### config.mk
export PLATFORM = sky130hd
export DESIGN_NAME = universal_register
export DESIGN_NICKNAME = d
export VERILOG_FILES = /design/src/rtl/universal_register.sv
export SDC_FILE = /design/constraint.sdc
export NUM_CORES = 1
export LEC_CHECK = 0
export BUFFER_PORTS_ARGS = -buffer_cell sky130_fd_sc_hd__clkbuf_2
export CORE_UTILIZATION = 30
export DETAILED_ROUTE_END_ITERATION = 6
export PLACE_DENSITY = 0.55
export SYNTH_ARGS = -nofsm -noshare
export SYNTH_HDL_FRONTEND = slang
export SYNTH_SLANG_ARGS = --single-unit
### constraint.sdc
create_clock -name c -period 1.5 [get_ports c]
set_input_delay 0.3 -clock c [delete_from_list [all_inputs] [get_ports c]]
set_output_delay 0.3 -clock c [all_outputs]
set_load 0.05 [all_outputs]
### src/rtl/universal_register.sv
// Universal shift register: preset, parallel load, shift left/right and rotate right,
// with a saturating count of shift/rotate operations since the last reset, preset or load.
module universal_register #(
    parameter int               WIDTH     = 8,
    parameter logic [WIDTH-1:0] RESET_VAL = '0
) (
    input  logic                         c,
    input  logic                         r,
    input  logic                         p,
    input  logic                         l,
    input  logic [WIDTH-1:0]             d,
    input  logic [1:0]                   m,
    input  logic                         sir,
    input  logic                         sil,
    output logic [WIDTH-1:0]             q,
    output logic [WIDTH-1:0]             qn,
    output logic                         so,
    output logic [$clog2(WIDTH+1)-1:0]   cnt,
    output logic                         full
);

    localparam int            CW      = $clog2(WIDTH + 1);
    localparam logic [CW-1:0] CNT_MAX = CW'(WIDTH);

    typedef enum logic [1:0] {
        MODE_HOLD = 2'b00,
        MODE_SHR  = 2'b01,
        MODE_SHL  = 2'b10,
        MODE_ROR  = 2'b11
    } mode_t;

    mode_t           mode;
    logic [WIDTH-1:0] q_next;
    logic [CW-1:0]    cnt_next;
    logic             full_next;
    logic             shifting;

    assign mode = mode_t'(m);

    // Priority is preset, then load, then the shift mode; only shifts advance the count.
    always_comb begin
        q_next   = q;
        cnt_next = cnt;
        shifting = 1'b0;
        if (p) begin
            q_next   = '1;
            cnt_next = '0;
        end else if (l) begin
            q_next   = d;
            cnt_next = '0;
        end else begin
            unique case (mode)
                MODE_HOLD: q_next = q;
                MODE_SHR: begin
                    q_next   = {sir, q[WIDTH-1:1]};
                    shifting = 1'b1;
                end
                MODE_SHL: begin
                    q_next   = {q[WIDTH-2:0], sil};
                    shifting = 1'b1;
                end
                MODE_ROR: begin
                    q_next   = {q[0], q[WIDTH-1:1]};
                    shifting = 1'b1;
                end
                default: q_next = q;
            endcase
            if (shifting && (cnt != CNT_MAX)) begin
                cnt_next = cnt + CW'(1);
            end
        end
        full_next = (cnt_next == CNT_MAX);
    end

    always_ff @(posedge c or posedge r) begin
        if (r) begin
            q    <= RESET_VAL;
            cnt  <= '0;
            full <= 1'b0;
        end else begin
            q    <= q_next;
            cnt  <= cnt_next;
            full <= full_next;
        end
    end

    assign qn = ~q;

    // Serial out is the bit that is about to leave the register in the current direction.
    always_comb begin
        so = 1'b0;
        unique case (mode)
            MODE_HOLD: so = 1'b0;
            MODE_SHR:  so = q[0];
            MODE_SHL:  so = q[WIDTH-1];
            MODE_ROR:  so = q[0];
            default:   so = 1'b0;
        endcase
    end

endmodule

# Yosys cells after proc, flatten, opt, wreduce, memory -nomap -nowiden
# Cells that the tools add are included.
classes:
  reduce_logical: 4
  n_shift: 0
  div: 0
  eq_ne: 6
  bitwise_logic: 1
  n_lt_le_gt_ge: 0
  muxes: 10
  add_sub_neg: 1
  multipliers: 0
ops:
  columns: ["cell", "n"]
  rows:
  - ["$pmux W8 S3", 1]
  - ["$mux W8", 2]
  - ["$mux W4", 3]
  - ["$not A8 Y8", 1]
  - ["$add A4 B1 Y4 const B", 1]
  - ["$eq A2 B2 Y1 const B", 2]
  - ["$eq A4 B4 Y1 const B", 1]
  - ["$ne A4 B4 Y1 const B", 1]
  - ["$mux W1", 3]
  - ["$ne A3 B3 Y1 const B", 1]
  - ["$pmux W1 S3", 1]
  - ["$reduce_or A3 Y1", 1]
  - ["$eq A2 B1 Y1 const B", 1]
  - ["$logic_not A2 Y1", 1]
  - ["$reduce_or A2 Y1", 1]
  - ["$logic_and A1 B1 Y1", 1]
totals:
  mem_count: 0
  mem_bits_ro: 0
  output_inout_bits: 22
  mem_bits_rw: 0
  latch_bits: 0
  register_bits: 13
  elab_cells: 25
  inputBits: 16

# Depth between registers and ports, before layout
# Gate-level depths: netlist of run 1.
depth:
  depth_word: 10
  ltp_mapped: 6
  ltp_nobuf: 6

# Least setup slack after synthesis of run 1
# OpenSTA, ideal clock, no wires.
synth_path:
  path_kind: "reg-to-output"
  startpoint: "register q[7]"
  endpoint: "output port so"
  setup_slack_ps: -997
  required_time_ps: 1200
  stages_incl_launch_ff: 3
  n_path_buf: 0
  arrival_ps: 2197
  cell_sequence: "dfrtp_1 inv_1 o21ai_0"
synth_via:
  elab_chain_len: 1
synth_rtl:
  columns: ["item", "line", "rtl"]
  rows:
  - ["start: declaration", "15", "output logic [WIDTH-1:0] q,"]
  - ["start signal: assignment", "81", "q <= q_next;"]
  - ["$pmux W1 S3", "92", "unique case (mode)"]
  - ["end: declaration", "17", "output logic so,"]
# No other way between the ends.

# Worst setup path after layout of run 1
layout_path:
  startpoint: "register cnt[0]"
  endpoint: "register full"
layout_via:
  elab_chain_len: 6
  word_cells_on_any_way: 7
  cone_classes: "1 x add/sub; 2 x eq/ne; 3 x mux; 1 x reduce/logical"
layout_rtl:
  columns: ["item", "line", "rtl"]
  rows:
  - ["start: declaration", "18", "output logic [$clog2(WIDTH+1)-1:0] cnt,"]
  - ["start signal: assignment", "82", "cnt <= cnt_next;"]
  - ["branches (longest 2 deep; another with $add A4 B1 Y4)", null, null]
  - ["$mux W4 (*)", "68", "if (shifting && (cnt != CNT_MAX)) begin"]
  - ["$mux W4 (*)", "48", "end else if (l) begin"]
  - ["$mux W4 (*)", "45", "if (p) begin"]
  - ["named net cnt_next[1]", "34", "logic [CW-1:0] cnt_next;"]
  - ["$eq A4 B4 Y1 (*)", "72", "full_next = (cnt_next == CNT_MAX);"]
  - ["named net full_next", "35", "logic full_next;"]
  - ["end signal: assignment", "83", "full <= full_next;"]
  - ["end: declaration", "19", "output logic full"]
# Mark *: on every way through the listed nets, which the timed path passes.
# A chain may end at the register's enable or synchronous reset.

==> impl_metrics.toml, run 1 <==
[clock_network]
cts.sinks = 13
numCtsBuffers = 3
cts_tree = "built"
clk_pin_slew_ns = 0.07
clk-insertion-delay-late_ns = 0.27
htreeDepth = 1
cts_hold_buf = 0
cts-root-buf = "clkbuf_4"
cts_max_path_buffers = 2

[yosys]
synth_edf_count = 0
synth_top_area_share_pct = 39.76
synth_nets = 105
synth_top_family_by_area = "compound AO/OA/AOI/OAI gates"
synth_fa_ha_area_share_pct = 3.058
synth.area.top_cells = "dfrtp_1 (40%), mux2i_1 (9.8%), o22a_1 (8.6%)"
synth-main-ff-cell = "dfrtp_1"
yosys_warnings = 0
yosys.area_share.simple_pct = 15.75
synth_compound_area_share_pct = 20.49
syn_avg_cell_area_um2 = 9.406
syn_inst = 87
ys_async_sr_fraction_pct = 100.0
synth-xor-area-share_pct = 2.141
synth_area_um2 = 818.3
synth_common_cells = "dfrtp_1 (13), inv_1 (12), nand2_1 (11), mux2i_1 (8), o22a_1 (8)"
ys_types = 27
muxShareOfSynthArea_pct = 9.786
seq_area_frac_synth_pct = 39.76
yosysMostFrequentCell = "dfrtp_1"
yosys_register_bits = 13
synth_top_cell_by_area = "dfrtp_1"

[drt]
top_layer = "met4"
m1WireLength_um = 960
drtPass1Iterations = 4
drtAntennaViolNets = 0
wl_met3_um = 106
dr_wl_met2_um = 842
first_iter_violations = 6
vias_per_cell = 4.696
drt_wl_total_um = 1925
route.vias.total = 742
drc = 0
routedWlPerCell_um = 12.18

[power_and_ir_drop]
power_density_nw_per_um2 = 858.8
power_uw = 938.1
p_clk_share_pct = 22.1
ir_drop_mv = 0.5759
seqPwrFrac_pct = 42.6
p_int_uw = 571.1
p_leak_uw = 0.0005662
p_switching_uw = 366.9
p_sw_share_pct = 39.11
combPwrFrac_pct = 35.4

[placement]
routabilityCongestion = 0.6834
portBuffers = 37
dp_hpwl_um = 1481

[sta]
drv_slew = 0
worst-slew-pin-transition_ns = 0.5116
slew_headroom_pct = 65.86
finalCritPeriodShare_pct = 95.77
min_period_ns = 1.437
fin_skew_ns = 0.001592
finalHoldViolCount = 0
setup_violations = 0
fmax_ghz = 0.6961

[global_route]
antenna_found_initial = 0
grt_pass1_vias = 663
grt_first_pass_wirelength_um = 2939
grt-ovfl-total = 0
grt_max_degree = 18
grtUsageTotal_pct = 14.17

[floorplanning]
initial_core_util_pct = 32.44
rows = 18
ioPinCount = 38
die_w_um = 54.23
die-area_um2 = 2940
die_h_um = 54.23
core_um2 = 2522

[finish]
finish.utilization_pct = 43.30
drive_gt1_share_pct = 45.31
syn2layout_area_growth_pct = 33.49
diodes = 0
finalNetCount = 147

[setup_path]
path_class = "flip-flop to flip-flop"
arrival_ns = 1.60
cp-start-kind = "flip-flop"
crit_fanout = 4
endpoint_kind = "flip-flop"
cp.required_ns = 1.66

[status]
status = "completed"

[job]
drv_cap = 0

[min_path]
hold_path.class = "input pin to asynchronous set/reset pin"
[layout make-up]
type | instances | area (µm²)
fill | 269 | 1430
multi-input combinational | 58 | 430.4
tap | 30 | 37.54
inverter | 12 | 48.80
clock buffer | 4 | 26.28
timing repair buffer | 41 | 217.7
sequential | 13 | 331.6
[sequential cells by signal (all words and copies together), names as in the netlist]
| register | flops |
|---|---|
| q | 8 |
| full | 1 |
| cnt | 4 |
[routing by layer]
metal,global-route usage [%],up-vias
met5,0,-
met4,7.692,0
met3,1.944,2
met2,22.56,25
met1,18.42,335
li1,-,380
[placed cells by master, fill, tap and decap left out]
cell,netlist,layout
xor2_1,1,1
a311oi_1,1,1
nor3_2,1,1
o21ai_4,0,1
o2111a_1,1,1
mux2i_1,8,8
o22ai_2,1,1
buf_4,1,5
clkbuf_1,0,1
o21ai_1,3,3
nand2_2,1,1
nor3_1,2,2
dfrtp_1,13,8
clkbuf_4,0,3
o21ai_0,6,5
ha_1,2,2
inv_1,12,10
nor2b_4,1,1
clkbuf_2,0,36
nand2_1,11,11
nand2b_1,1,1
nor2_1,4,4
clkinvlp_4,0,1
o2111ai_2,1,1
inv_2,0,1
o22a_1,8,8
nor3b_1,1,1
xnor2_1,1,1
dfrtp_2,0,5
and4b_1,1,1
nand2b_2,1,1
a21oi_1,1,1
[worst paths after layout]
kind | endpoint | slack [ns] | startpoint | cells past startpoint
max in group asynchronous | q[6]$_DFFE_PP0P_ | 1.10 | r | 2
max reg2reg | full$_DFF_PP0_ | 0.06 | cnt[0]$_DFF_PP0_ | 6
max | full$_DFF_PP0_ | 0.06 | cnt[0]$_DFF_PP0_ | 6
min | q[1]$_DFFE_PP0P_ | 0.03 | r | 2
min in group c | cnt[0]$_DFF_PP0_ | 0.29 | p | 2
min reg2reg | q[6]$_DFFE_PP0P_ | 0.57 | q[6]$_DFFE_PP0P_ | 1
[power groups by stage]
stage	combinational (µW)	sequential, µW	clock (µW)
floorplan	180	471	0
global placement	330	406	0
detailed placement	331	407	0
CTS	333	399	221
global route	354	404	244
finish	332	399	207
[cell families (layout without fill, tap and decap cells)]
family / Yosys count / after routing
XOR/XNOR: 2 / 2
AO/OA/AOI/OAI: 22 / 22
adder cells (fa/ha/maj): 2 / 2
multiplexers: 8 / 8
flip-flops: 13 / 13
buffers and inverters: 16 / 57
AND/OR/NAND/NOR: 24 / 24
[critical path, stage by stage (launching register included)]
cell and delay (ns):
dfrtp_2 0.44, inv_2 0.07, ha_1 0.13, nand2_1 0.07, o22ai_2 0.16, mux2i_1 0.25
and4b_1 0.21
[metrics by stage]
| stage | cell area, µm² | hold WS (ns) | setup TNS, ns | setup slack, ns | std cells |
|---|---|---|---|---|---|
| floorplan | 838.3 | 0.1767 | -0.1294 | -0.1105 | 87 |
| global placement | 1055 | 0.3431 | 0 | 0.1092 | 153 |
| detailed placement | 1055 | 0.3430 | 0 | 0.09045 | 153 |
| CTS | 1084 | 0.04169 | 0 | 0.02321 | 157 |
| global route | 1092 | 0.05645 | -0.002962 | -0.002962 | 158 |
| finish | 1092 | 0.03009 | 0 | 0.06338 | 158 |
[what timing repair did]
item / in CTS / in global routing
resized for setup: 1 / 2
hold endpoints to repair: 0 / 0
buffers inserted: 0 / 1
setup endpoints to repair: 1 / 2
pin swaps: 0 / 0
Note: power is estimated with default switching activity, not from simulation.
==> run 2, diff against run 1 <==
--- a/config.mk
+++ b/config.mk
@@ -7,8 +7,9 @@
 export LEC_CHECK = 0
 export BUFFER_PORTS_ARGS = -buffer_cell sky130_fd_sc_hd__clkbuf_2
 export CORE_UTILIZATION = 30
+export CTS_CLUSTER_SIZE = 30
 export DETAILED_ROUTE_END_ITERATION = 6
-export PLACE_DENSITY = 0.55
+export PLACE_DENSITY = 0.57
 export SYNTH_ARGS = -nofsm -noshare
 export SYNTH_HDL_FRONTEND = slang
 export SYNTH_SLANG_ARGS = --single-unit
==> constraint.sdc (replaced) <==
create_clock -name c -period 1.2 [get_ports c]
set_input_delay 0.24 -clock c [delete_from_list [all_inputs] [get_ports c]]
set_output_delay 0.24 -clock c [all_outputs]
set_load 0.05 [all_outputs]
==> impl_metrics.toml, run 2 (synthesis results as in run 1) <==
[floorplanning]
die_w_um = 54.23
initial_core_util_pct = 32.44
die-area_um2 = 2940
core_um2 = 2522
ioPinCount = 38
rows = 18
die_h_um = 54.23

[setup_path]
cp-start-kind = "flip-flop"
timing.rr.start = "cnt[0]$_DFF_PP0_"
cp_slowest_cell = "dfrtp_2"
regToRegSetupSlack_ns = -0.21
path_class = "flip-flop to flip-flop"
cpPeakStageDelay_ns = 0.43
cp.required_ns = 1.41
crit_buf_inv = 2
arrival_ns = 1.62
crit_family = "flip-flops"
endpoint_kind = "flip-flop"
cp_num_cells = 7
cp_cell_sequence = "inv_2, ha_4, nand2_4, o22ai_4, buf_4, xnor2_1, and4b_1"
cp-startpoint = "cnt[0]$_DFF_PP0_"
endpoint = "full$_DFF_PP0_"
reg2reg_to = "full$_DFF_PP0_"
ff2ff_path_depth = 7
crit_fanout = 3

[finish]
top_regs = "q: 8 flops, cnt: 4 flops, full: 1 flops"
layout_commonest_cell = "buf_4"
largest_reg_flops = 8
layout_common_cells = "buf_4 (28), clkbuf_2 (18), dfrtp_2 (11)"
regMostFlops = "q"
syn2layout_area_growth_pct = 85.93
finalNetCount = 171
diodes = 0
drive_gt1_share_pct = 65.13

[drt]
drtPass1Iterations = 4
drc = 0
first_iter_violations = 10
routedWlPerCell_um = 13.09
drt_wl_total_um = 2383
route.vias.total = 877
drtAntennaViolNets = 0
vias_per_cell = 4.819

[min_path]
hold_path.startpoint = "p"
hold_path.class = "input pin to flip-flop"

[sta]
fin_skew_ns = 0.001320
finalCritPeriodShare_pct = 117.9
slew_headroom_pct = 65.44
worst-slew-pin-transition_ns = 0.5178
holdWs_ns = 0.2702
finalHoldViolCount = 0
rsz0062_at_grt = "true"
fin_ws_ns = -0.2150
drv_slew = 0
setup_violations = 11
fmax_ghz = 0.7067
min_period_ns = 1.415

[job]
drv_cap = 0

[placement]
pre_cts_slack_ns = -0.2186
routabilityCongestion = 0.7034
portBuffers = 37
dp_hpwl_um = 1608

[clock_network]
clk-insertion-delay-late_ns = 0.27
cts-root-buf = "clkbuf_4"
cts_tree = "built"
cts.sinks = 13
numCtsBuffers = 3
htreeDepth = 1
cts_max_path_buffers = 2
clk_pin_slew_ns = 0.08

[global_route]
grt-ovfl-total = 0
grt_pass1_vias = 773
grtUsageTotal_pct = 16.27
antenna_found_initial = 0
grt_first_pass_wirelength_um = 3401
grt_max_degree = 16

[status]
status = "finished with violations"
violations = "setup timing"

[power_and_ir_drop]
p_leak_uw = 0.0007403
ir_drop_mv = 0.8882
power_density_nw_per_um2 = 900.6
## run 2: cell types whose count changed in the layout (fill, tap and decap cells not counted), sizes merged
cell,before,now
buf,5,39
clkbuf,40,29
dlygate4sd3,0,1
## run 2: worst register-to-register path: cells and delay by family, from the launching register on
| kind | cells | cell delay (ns) |
|---|---|---|
| XOR/XNOR | 1 | 0.14 |
| adder cells (fa/ha/maj) | 1 | 0.14 |
| AO/OA/AOI/OAI | 1 | 0.13 |
| buffers and inverters | 2 | 0.23 |
| AND/OR/NAND/NOR | 2 | 0.29 |
| flip-flops | 1 | 0.43 |
## run 2: report_power, final
| part | switching (µW) | internal (µW) | leakage, µW |
|---|---|---|---|
| sequential | 30.4 | 467 | 0.000140 |
| combinational | 339 | 265 | 0.000585 |
| clock | 140 | 129 | 0.0000150 |
## run 2: worst min path at each step
stage,endpoint,cells past startpoint
global placement,cnt[3]$_DFF_PP0_,2
detailed placement,cnt[3]$_DFF_PP0_,2
floorplan,cnt[3]$_DFF_PP0_,1
global route,cnt[2]$_DFF_PP0_,3
CTS,cnt[0]$_DFF_PP0_,3
finish,cnt[2]$_DFF_PP0_,3
## run 2: stage by stage
stage	setup TNS (ns)	utilization (%)	cells	area [µm²]	power, µW
after floorplan	-1.176	-	87	867.1	822.2
after global placement	-0.7033	45.93	163	1159	950.1
after detailed placement	-0.9428	45.93	163	1159	955.6
after CTS	-0.8684	57.29	175	1445	1340
after global routing	-1.402	60.32	182	1521	1434
final	-0.9102	60.32	182	1521	1370
## run 2: layout make-up
cell class	instances	area (µm²)
Tap cell	30	37.54
Multi-Input combinational cell	58	476.7
Fill cell	218	1001
Sequential cell	13	339.1
Timing Repair Buffer	65	593.1
Clock buffer	4	26.28
Inverter	12	48.80
## run 2: metal layers
layer	global-route usage [%]	wire, µm	up-vias	share of wire, %
met3	1.667	104	4	4.4
met5	0	0	-	0
met4	5.128	25	0	1.0
li1	-	-	429	-
met1	21.12	1082	414	45
met2	28.05	1171	30	49
## run 2: repair_timing
action / in CTS / in global routing
hold buffers: 1 / 0
hold endpoints to repair: 13 / 0
buffers inserted: 7 / 8
setup endpoints to repair: 23 / 20
gates resized for setup: 43 / 21
pin swaps: 1 / 1
==> run 3, diff against run 2 <==
--- a/config.mk
+++ b/config.mk
@@ -9,7 +9,6 @@
 export CORE_UTILIZATION = 30
 export CTS_CLUSTER_SIZE = 30
 export DETAILED_ROUTE_END_ITERATION = 6
-export PLACE_DENSITY = 0.57
 export SYNTH_ARGS = -nofsm -noshare
 export SYNTH_HDL_FRONTEND = slang
 export SYNTH_SLANG_ARGS = --single-unit
==> impl_metrics.toml, run 3 (synthesis results as in run 1) <==
[finish]
layout_commonest_cell = "buf_4"
regMostFlops = "q"
finalNetCount = 167
layout_common_cells = "buf_4 (23), clkbuf_2 (17), dfrtp_2 (12)"
finish.utilization_pct = 58.63
diodes = 0
top_regs = "q: 8 flops, cnt: 4 flops, full: 1 flops"
largest_reg_flops = 8
final_cell_area_um2 = 1479
syn2layout_area_growth_pct = 80.73
drive_gt1_share_pct = 64.19

[clock_network]
cts.sinks = 13
htreeDepth = 1
clk-insertion-delay-late_ns = 0.28
clk_pin_slew_ns = 0.07
cts_max_path_buffers = 2
cts-root-buf = "clkbuf_4"
cts_tree = "built"
numCtsBuffers = 3

[setup_path]
cp_cell_sequence = "inv_2, ha_4, nand2_4, o22ai_4, mux2i_2, and4b_1"
ff2ff_path_depth = 6
timing.rr.start = "cnt[0]$_DFF_PP0_"
arrival_ns = 1.56
endpoint_kind = "flip-flop"
cp-startpoint = "cnt[0]$_DFF_PP0_"
reg2reg_to = "full$_DFF_PP0_"
path_class = "flip-flop to flip-flop"
cpPeakStageDelay_ns = 0.43
cp_num_cells = 6
crit_family = "flip-flops"
cp_slowest_cell = "dfrtp_2"
cp-start-kind = "flip-flop"
crit_buf_inv = 1
regToRegSetupSlack_ns = -0.19
crit_fanout = 3
endpoint = "full$_DFF_PP0_"
cp.required_ns = 1.37

[floorplanning]
die_h_um = 54.23
ioPinCount = 38
die-area_um2 = 2940
rows = 18
core_um2 = 2522
die_w_um = 54.23
initial_core_util_pct = 32.44

[sta]
worst-slew-pin-transition_ns = 0.5141
fin_skew_ns = 0.007584
min_period_ns = 1.395
fin_ws_ns = -0.1948
finalCritPeriodShare_pct = 116.2
slew_headroom_pct = 65.69
fmax_ghz = 0.7169
setup_violations = 8
rsz0062_at_grt = "true"
fin_setup_tns_ns = -0.5715
drv_slew = 0
finalHoldViolCount = 0

[drt]
drt_wl_total_um = 2175
drtPass1Iterations = 4
route.vias.total = 866
routedWlPerCell_um = 12.22
drtAntennaViolNets = 0
drc = 0
first_iter_violations = 5
vias_per_cell = 4.865

[power_and_ir_drop]
power_density_nw_per_um2 = 926.9
ir_drop_mv = 0.7659
p_leak_uw = 0.0007125
power_uw = 1371

[placement]
portBuffers = 37
dp_hpwl_um = 1595
post_dp_cell_area_um2 = 1171
routabilityCongestion = 0.7392
pre_cts_slack_ns = -0.1976

[global_route]
grtUsageTotal_pct = 16.49
grt-ovfl-total = 0
grt_pass1_vias = 790
grt_max_degree = 17
grt_first_pass_wirelength_um = 3450
antenna_found_initial = 0

[status]
status = "finished with violations"
violations = "setup timing"

[min_path]
hold_path.class = "input pin to flip-flop"

[job]
drv_cap = 0
run 3: area by class of cell:
cell class	instances	area [µm²]
Sequential cell	13	340.3
Clock buffer	4	26.28
Inverter	12	48.80
Multi-Input combinational cell	58	475.5
Timing Repair Buffer	61	550.5
Fill cell	230	1044
Tap cell	30	37.54
run 3: worst min-delay path by stage:
stage | startpoint | endpoint | cells past startpoint
after global placement | r | cnt[3]$_DFF_PP0_ | 2
final | l | cnt[2]$_DFF_PP0_ | 3
after floorplan | r | cnt[3]$_DFF_PP0_ | 1
after global routing | l | cnt[2]$_DFF_PP0_ | 3
after CTS | l | cnt[2]$_DFF_PP0_ | 3
after detailed placement | r | cnt[3]$_DFF_PP0_ | 2
run 3: power breakdown:
group | switching, µW | total (µW) | internal (µW)
logic | 338 | 601 | 264
registers | 28.6 | 496 | 467
clock network | 145 | 274 | 129
run 3: worst register-to-register path, delay by kind of cell, from the launching register on:
kind | cells | cell delay, ns
DFF | 1 | 0.43
and+or+nand+nor | 2 | 0.26
muxes | 1 | 0.25
AOI/OAI and AO/OA | 1 | 0.14
adders and majority gates | 1 | 0.13
buffers and inverters | 1 | 0.08
run 3: stage by stage:
stage | hold slack, ns | std cells
3_5_place_dp | 0.2844 | 163
2_1_floorplan | 0.1162 | 87
5_1_grt | 0.2623 | 178
3_3_place_gp | 0.2847 | 163
4_1_cts | 0.2521 | 177
6_report | 0.2574 | 178
run 3: timing repair:
| action | in CTS | in global routing |
|---|---|---|
| endpoints found under the setup margin | 22 | 22 |
| setup buffers | 9 | 1 |
| hold buffers | 1 | 0 |
| endpoints found under the hold margin | 13 | 0 |
| resized for setup | 39 | 18 |
| pin swaps | 1 | 1 |
run 3: per-layer routing:
metal,GRT usage [%],vias up,share of wire [%]
met2,27.44,34,48
li1,-,426,-
met1,21.43,402,45
met5,0,-,0
met4,6.838,0,1.1
met3,1.944,4,5.8
